===== src/rtl/spi_pixel_receiver.sv =====
// SPI slave front end that assembles DATA_W-bit pixel words and streams them out
// over a valid/ready handshake, with frame-position sidebands and error status.
module spi_pixel_receiver #(
    parameter int unsigned DATA_W    = 8,
    parameter int unsigned FRAME_LEN = 1024,
    parameter int unsigned CPOL      = 0,
    parameter int unsigned CPHA      = 0,
    parameter int unsigned MSB_FIRST = 1
) (
    input  logic              clk,
    input  logic              rst_n,
    input  logic              spi_sclk,
    input  logic              spi_mosi,
    input  logic              spi_cs_n,
    output logic [DATA_W-1:0] o_data,
    output logic              o_valid,
    input  logic              i_ready,
    output logic              o_frame_start,
    output logic              o_frame_end,
    output logic              o_frame_err,
    output logic              o_overflow,
    input  logic              i_clr_status
);

    localparam int unsigned BIT_W  = $clog2(DATA_W);
    localparam int unsigned WORD_W = $clog2(FRAME_LEN);
    localparam logic        IDLE_SCLK = 1'(CPOL);
    localparam logic [BIT_W-1:0]  LAST_BIT  = BIT_W'(DATA_W - 1);
    localparam logic [WORD_W-1:0] LAST_WORD = WORD_W'(FRAME_LEN - 1);

    typedef enum logic {IDLE, RECV} state_t;

    state_t state, state_nxt;

    logic [2:0] sclk_sync;
    logic [2:0] cs_sync;
    logic [1:0] mosi_sync;

    logic              armed;
    logic [BIT_W-1:0]  bit_cnt;
    logic [WORD_W-1:0] word_cnt;
    logic [DATA_W-1:0] shreg;
    logic [DATA_W-1:0] shreg_nxt;

    logic sclk_rise, sclk_fall, lead_edge, trail_edge, sample_edge;
    logic cs_n_s, cs_rise, mosi_s;
    logic start_recv, abort, shift_en, word_done, frame_err_c;

    // Synchronizers; reset values chosen so release never looks like an edge
    always_ff @(posedge clk or negedge rst_n) begin
        if (!rst_n) begin
            sclk_sync <= {3{IDLE_SCLK}};
            cs_sync   <= '0;
            mosi_sync <= '0;
        end else begin
            sclk_sync <= {sclk_sync[1:0], spi_sclk};
            cs_sync   <= {cs_sync[1:0], spi_cs_n};
            mosi_sync <= {mosi_sync[0], spi_mosi};
        end
    end

    assign sclk_rise   = sclk_sync[1] & ~sclk_sync[2];
    assign sclk_fall   = ~sclk_sync[1] & sclk_sync[2];
    assign lead_edge   = (IDLE_SCLK == 1'b0) ? sclk_rise : sclk_fall;
    assign trail_edge  = (IDLE_SCLK == 1'b0) ? sclk_fall : sclk_rise;
    assign sample_edge = (CPHA == 0) ? lead_edge : trail_edge;
    assign cs_n_s      = cs_sync[1];
    assign cs_rise     = cs_sync[1] & ~cs_sync[2];
    assign mosi_s      = mosi_sync[1];

    // State register
    always_ff @(posedge clk or negedge rst_n) begin
        if (!rst_n) state <= IDLE;
        else        state <= state_nxt;
    end

    // Next-state logic
    always_comb begin
        state_nxt = state;
        case (state)
            IDLE:    if (armed && !cs_n_s) state_nxt = RECV;
            RECV:    if (cs_rise)          state_nxt = IDLE;
            default: state_nxt = IDLE;
        endcase
    end

    // Control decode; CS release takes priority over a coincident sample edge
    always_comb begin
        start_recv  = 1'b0;
        abort       = 1'b0;
        shift_en    = 1'b0;
        word_done   = 1'b0;
        frame_err_c = 1'b0;
        case (state)
            IDLE: start_recv = armed && !cs_n_s;
            RECV: begin
                if (cs_rise) begin
                    abort       = 1'b1;
                    frame_err_c = (bit_cnt != '0) || (word_cnt != '0);
                end else if (sample_edge) begin
                    shift_en  = 1'b1;
                    word_done = (bit_cnt == LAST_BIT);
                end
            end
            default: ;
        endcase
    end

    always_comb begin
        if (MSB_FIRST != 0) shreg_nxt = {shreg[DATA_W-2:0], mosi_s};
        else                shreg_nxt = {mosi_s, shreg[DATA_W-1:1]};
    end

    // Armed only after CS is seen high while idle
    always_ff @(posedge clk or negedge rst_n) begin
        if (!rst_n)                         armed <= 1'b0;
        else if (start_recv)                armed <= 1'b0;
        else if (state == IDLE && cs_n_s)   armed <= 1'b1;
    end

    always_ff @(posedge clk or negedge rst_n) begin
        if (!rst_n) begin
            bit_cnt  <= '0;
            word_cnt <= '0;
            shreg    <= '0;
        end else if (start_recv || abort) begin
            bit_cnt  <= '0;
            word_cnt <= '0;
        end else if (shift_en) begin
            shreg   <= shreg_nxt;
            bit_cnt <= word_done ? '0 : bit_cnt + BIT_W'(1);
            if (word_done)
                word_cnt <= (word_cnt == LAST_WORD) ? '0 : word_cnt + WORD_W'(1);
        end
    end

    // Output stage: load on free/accepted slot, otherwise drop and flag overflow
    always_ff @(posedge clk or negedge rst_n) begin
        if (!rst_n) begin
            o_data        <= '0;
            o_valid       <= 1'b0;
            o_frame_start <= 1'b0;
            o_frame_end   <= 1'b0;
            o_frame_err   <= 1'b0;
            o_overflow    <= 1'b0;
        end else begin
            o_frame_err <= frame_err_c;
            if (word_done && (!o_valid || i_ready)) begin
                o_data        <= shreg_nxt;
                o_valid       <= 1'b1;
                o_frame_start <= (word_cnt == '0);
                o_frame_end   <= (word_cnt == LAST_WORD);
            end else if (o_valid && i_ready) begin
                o_valid <= 1'b0;
            end
            if (word_done && o_valid && !i_ready) o_overflow <= 1'b1;
            else if (i_clr_status)                o_overflow <= 1'b0;
        end
    end

endmodule


===== config.mk =====
export PLATFORM = sky130hd
export DESIGN_NAME = spi_pixel_receiver
export DESIGN_NICKNAME = d
export VERILOG_FILES = /design/src/rtl/spi_pixel_receiver.sv
export SDC_FILE = /design/constraint.sdc
export NUM_CORES = 1
export LEC_CHECK = 0
export BUFFER_PORTS_ARGS = -buffer_cell sky130_fd_sc_hd__buf_2
export CAP_MARGIN = 20
export CORE_ASPECT_RATIO = 1.2
export CORE_MARGIN = 2
export CORE_UTILIZATION = 40
export CTS_CLUSTER_DIAMETER = 100
export CTS_CLUSTER_SIZE = 8
export DETAILED_ROUTE_END_ITERATION = 8
export PLACE_DENSITY = 0.69
export SLEW_MARGIN = 20
export SYNTH_ARGS = -nofsm -noshare
export SYNTH_HDL_FRONTEND = slang
export SYNTH_SLANG_ARGS = --single-unit

===== constraint.sdc =====
create_clock -name clk -period 2.6 [get_ports clk]
set_input_delay 0.26 -clock clk [delete_from_list [all_inputs] [get_ports clk]]
set_output_delay 0.26 -clock clk [all_outputs]
set_load 0.005 [all_outputs]

==> impl_results.md <==
* Status: completed
* Met2 WL at 1.79 mm
* Worst setup SP type: register
* Pins Over Slew Limit at 0
* Clock skew at 0.00516 ns
* Synthesis Warnings at 0
* Max_cap viols at 0
* DRT met1 WL at 1.41 mm
* Least-Margin Pin Slew at 0.929 ns
* Crit. End Element: register
* # DRC at 0
* Mux share of post-synthesis cell area at 0.112
* Synth Area in Compound Gates at 0.0799
* Area Growth Syn to Fin at 13.5%
* Max_slew headroom at 0.381
* Tcrit/Tclk final at 0.820
* IR drop worst, VDD at 0.000539 V
* Post-CTS Hold Fix Bufs at 0
* Setup TNS at 0 ns
* Crit Path Max Fanout at 8
* Core area at 0.00433 sq mm
* Final Power at 1.40 mW
* GPL Wtd Cong at 0.868
* WHS at 0.0760 ns
* Final Hold Viols at 0
* Seq/Total Area, Yosys at 0.592
* N_diodes at 0
* Die height at 77.8 microns
* Post-synthesis adder-cell area fraction at 0.0344
* Die area at 0.00510 sq mm
* Die Wd at 65.5 microns
* Global route overflow at 0
* WP data required at 2.80 ns
* Postcts setup bufs at 0
* Final setup vio count at 0
* CTS max path bufs at 2
* WP data arrival at 2.33 ns
* First-pass GRT wire length at 5.93 mm
* Clk pin slew, worst setup/hold paths at 0.08 ns
* Filler cells at 405
* Pin count of the biggest net entering global routing at 44
* Vias per inst at 5.43
* Starting DRT DRC Count at 91
* Drt wl/cell at 14.7 microns
* Synthesized flop and latch total at 43
* DR top layer: met4
* RSZ-0062 raised after global routing: false
* Mapped Cells at 147
* Clk_lat worst skew at 0.29 ns
* CTS tree: done
* Initial antenna violation count at 0
* Total GRT Usage at 0.151
* Num CTS Buffers at 5
* Distinct cell type count after synthesis at 34
* Syn avg cell area at 12.4 sq um
* Layout cells sized above 1 at 0.291
* Port bufs at 19
* Post_cts resized at 0
* Total clock sinks at 43
* Vias after detailed routing at 1238
* Routed Antenna Nets at 0
* Largest family of logic cells by synthesized area: simple AND/OR/NAND/NOR gates
* Leakage at 1.00 nW
* Rows at 26
* Net Count, Synth at 159
* Hold crit path type: primary input to register
* 1st-pass router iterations at 4
* CTS H-tree depth at 2
* Post-Route WL at 3.36 mm
* Cell Area, Synth at 0.00182 sq mm
* Synth Area in XOR/XNOR at 0
* Placed wire-length estimate at 2.40 mm
* Simple-gate area share of the yosys netlist at 0.160
* Routed wl met3 at 130 microns
* Boundary Pins at 20
* CTS Root Cell: clkbuf_8
* Max frequency at 0.469 GHz
* Nets at 183
* Vias in the first global route at 1313
* Crit path time final at 2.13 ns
* Power Density at 679 mW/mm^2
* Starting density of the core at 0.420
* Worst setup path class: register to register
-- metrics by stage --
step                utilization  cell area, sq um  setup WS, ns  std cells
CTS                       0.477              2060         0.445        228
detailed placement        0.457              1980         0.467        220
floorplan                     -              1820         0.651        147
global placement          0.457              1980         0.605        220
global route              0.477              2060         0.301        228
finish                    0.477              2060         0.469        228
-- path summary, 6_finish.rpt --
path / from / endpoint / slack (ns) / cells past startpoint
min in group asynchronous: rst_n / word_cnt[7] / 0.11 / 1
max in group asynchronous: rst_n / o_overflow / 1.91 / 1
worst min register to register: mosi_sync[0] / mosi_sync[1] / 0.35 / 0
worst min-delay path: spi_cs_n / cs_sync[0] / 0.08 / 1
worst max-delay path: bit_cnt[0] / word_cnt[8] / 0.47 / 6
worst max register to register: bit_cnt[0] / word_cnt[8] / 0.47 / 6
-- critical path, stage by stage, from the launching register on --
cell     delay [ns]
dfrtp_1        0.39
ha_1           0.17
ha_1           0.22
nand2_2        0.08
or4b_1         0.60
or4_1          0.44
a21oi_1        0.16
-- report_power, final --
group / internal [mW] / switching (mW)
clock network: 0.188 / 0.218
logic: 0.0881 / 0.0889
registers: 0.754 / 0.0634
-- cells by family (layout without fill, tap and decap cells) --
family,count (synthesis),in the layout
adder cells (fa/ha/maj),5,5
multiplexers,18,18
AO/OA/AOI/OAI,22,22
AND/OR/NAND/NOR,49,49
flip-flops,43,43
buffers and inverters,10,35
-- cell usage in the layout (no fill, tap or decap), drive strengths merged --
master / Yosys / final
clkinvlp: 0 / 1
ha: 5 / 5
nand3: 8 / 8
or3b: 2 / 2
nor2: 1 / 1
a21oi: 6 / 6
nand3b: 2 / 2
and3: 1 / 1
or4b: 1 / 1
clkinv: 0 / 1
or3: 5 / 5
nor3: 4 / 4
a21o: 1 / 1
nand2b: 3 / 3
o22ai: 1 / 1
o211a: 1 / 1
or4: 3 / 3
o211ai: 2 / 2
mux2: 18 / 18
nand2: 12 / 12
dfrtp: 43 / 43
a31oi: 2 / 2
nor2b: 1 / 1
o21a: 1 / 1
buf: 0 / 20
and4: 2 / 2
nand4: 2 / 2
o311ai: 1 / 1
a32o: 1 / 1
o21ai: 3 / 3
clkbuf: 3 / 6
o31ai: 3 / 3
inv: 7 / 7
nor4: 2 / 2
-- synthesized netlist by cell type --
cell / instances / area share
nor4_1: 2 / 0.0069
and3_1: 1 / 0.0034
o211ai_1: 2 / 0.0083
o211a_1: 1 / 0.0055
nand3b_1: 2 / 0.0083
nand2_1: 10 / 0.021
o21a_1: 1 / 0.0041
dfrtp_1: 43 / 0.59
o311ai_0: 1 / 0.0048
clkbuf_2: 1 / 0.0028
a21oi_1: 6 / 0.017
inv_1: 7 / 0.014
a31oi_1: 2 / 0.0069
or3_1: 5 / 0.017
o31ai_1: 3 / 0.012
o21ai_1: 1 / 0.0028
a21o_1: 1 / 0.0041
and4_1: 2 / 0.0096
nor2_1: 1 / 0.0021
nand3_1: 8 / 0.022
or4b_1: 1 / 0.0055
nand2_2: 2 / 0.0069
nand4_1: 2 / 0.0069
nor3_1: 4 / 0.011
o22ai_1: 1 / 0.0034
mux2_2: 18 / 0.11
ha_1: 5 / 0.034
nor2b_4: 1 / 0.0076
clkbuf_1: 2 / 0.0041
or3b_2: 2 / 0.0096
a32o_1: 1 / 0.0055
or4_1: 3 / 0.012
o21ai_0: 2 / 0.0055
nand2b_1: 3 / 0.010
-- state kept, by name, summed over array words and instances (netlist names) --
| signal | count |
|---|---|
| o_valid | 1 |
| sclk_sync | 3 |
| o_data | 8 |
| o_overflow | 1 |
| armed | 1 |
| bit_cnt | 3 |
| state | 1 |
| o_frame_start | 1 |
| mosi_sync | 2 |
| shreg | 7 |
| cs_sync | 3 |
| o_frame_err | 1 |
| o_frame_end | 1 |
| word_cnt | 10 |
-- layer usage --
metal / up-vias / global-route usage
li1: 583 / -
met1: 629 / 0.167
met2: 24 / 0.273
met3: 2 / 0.0391
met4: 0 / 0.0563
met5: - / 0
-- final cells by class --
type,instances,area (sq um),share of cell area
Tap cell,56,70.1,0.0340
Sequential cell,43,1080,0.522
Timing Repair Buffer,20,103,0.0498
Inverter,7,26.3,0.0127
Multi-Input combinational cell,94,702,0.340
Clock buffer,6,72.6,0.0352
Clock inverter,2,12.5,0.00607
No activity file was read; power rests on OpenSTA's default activity.
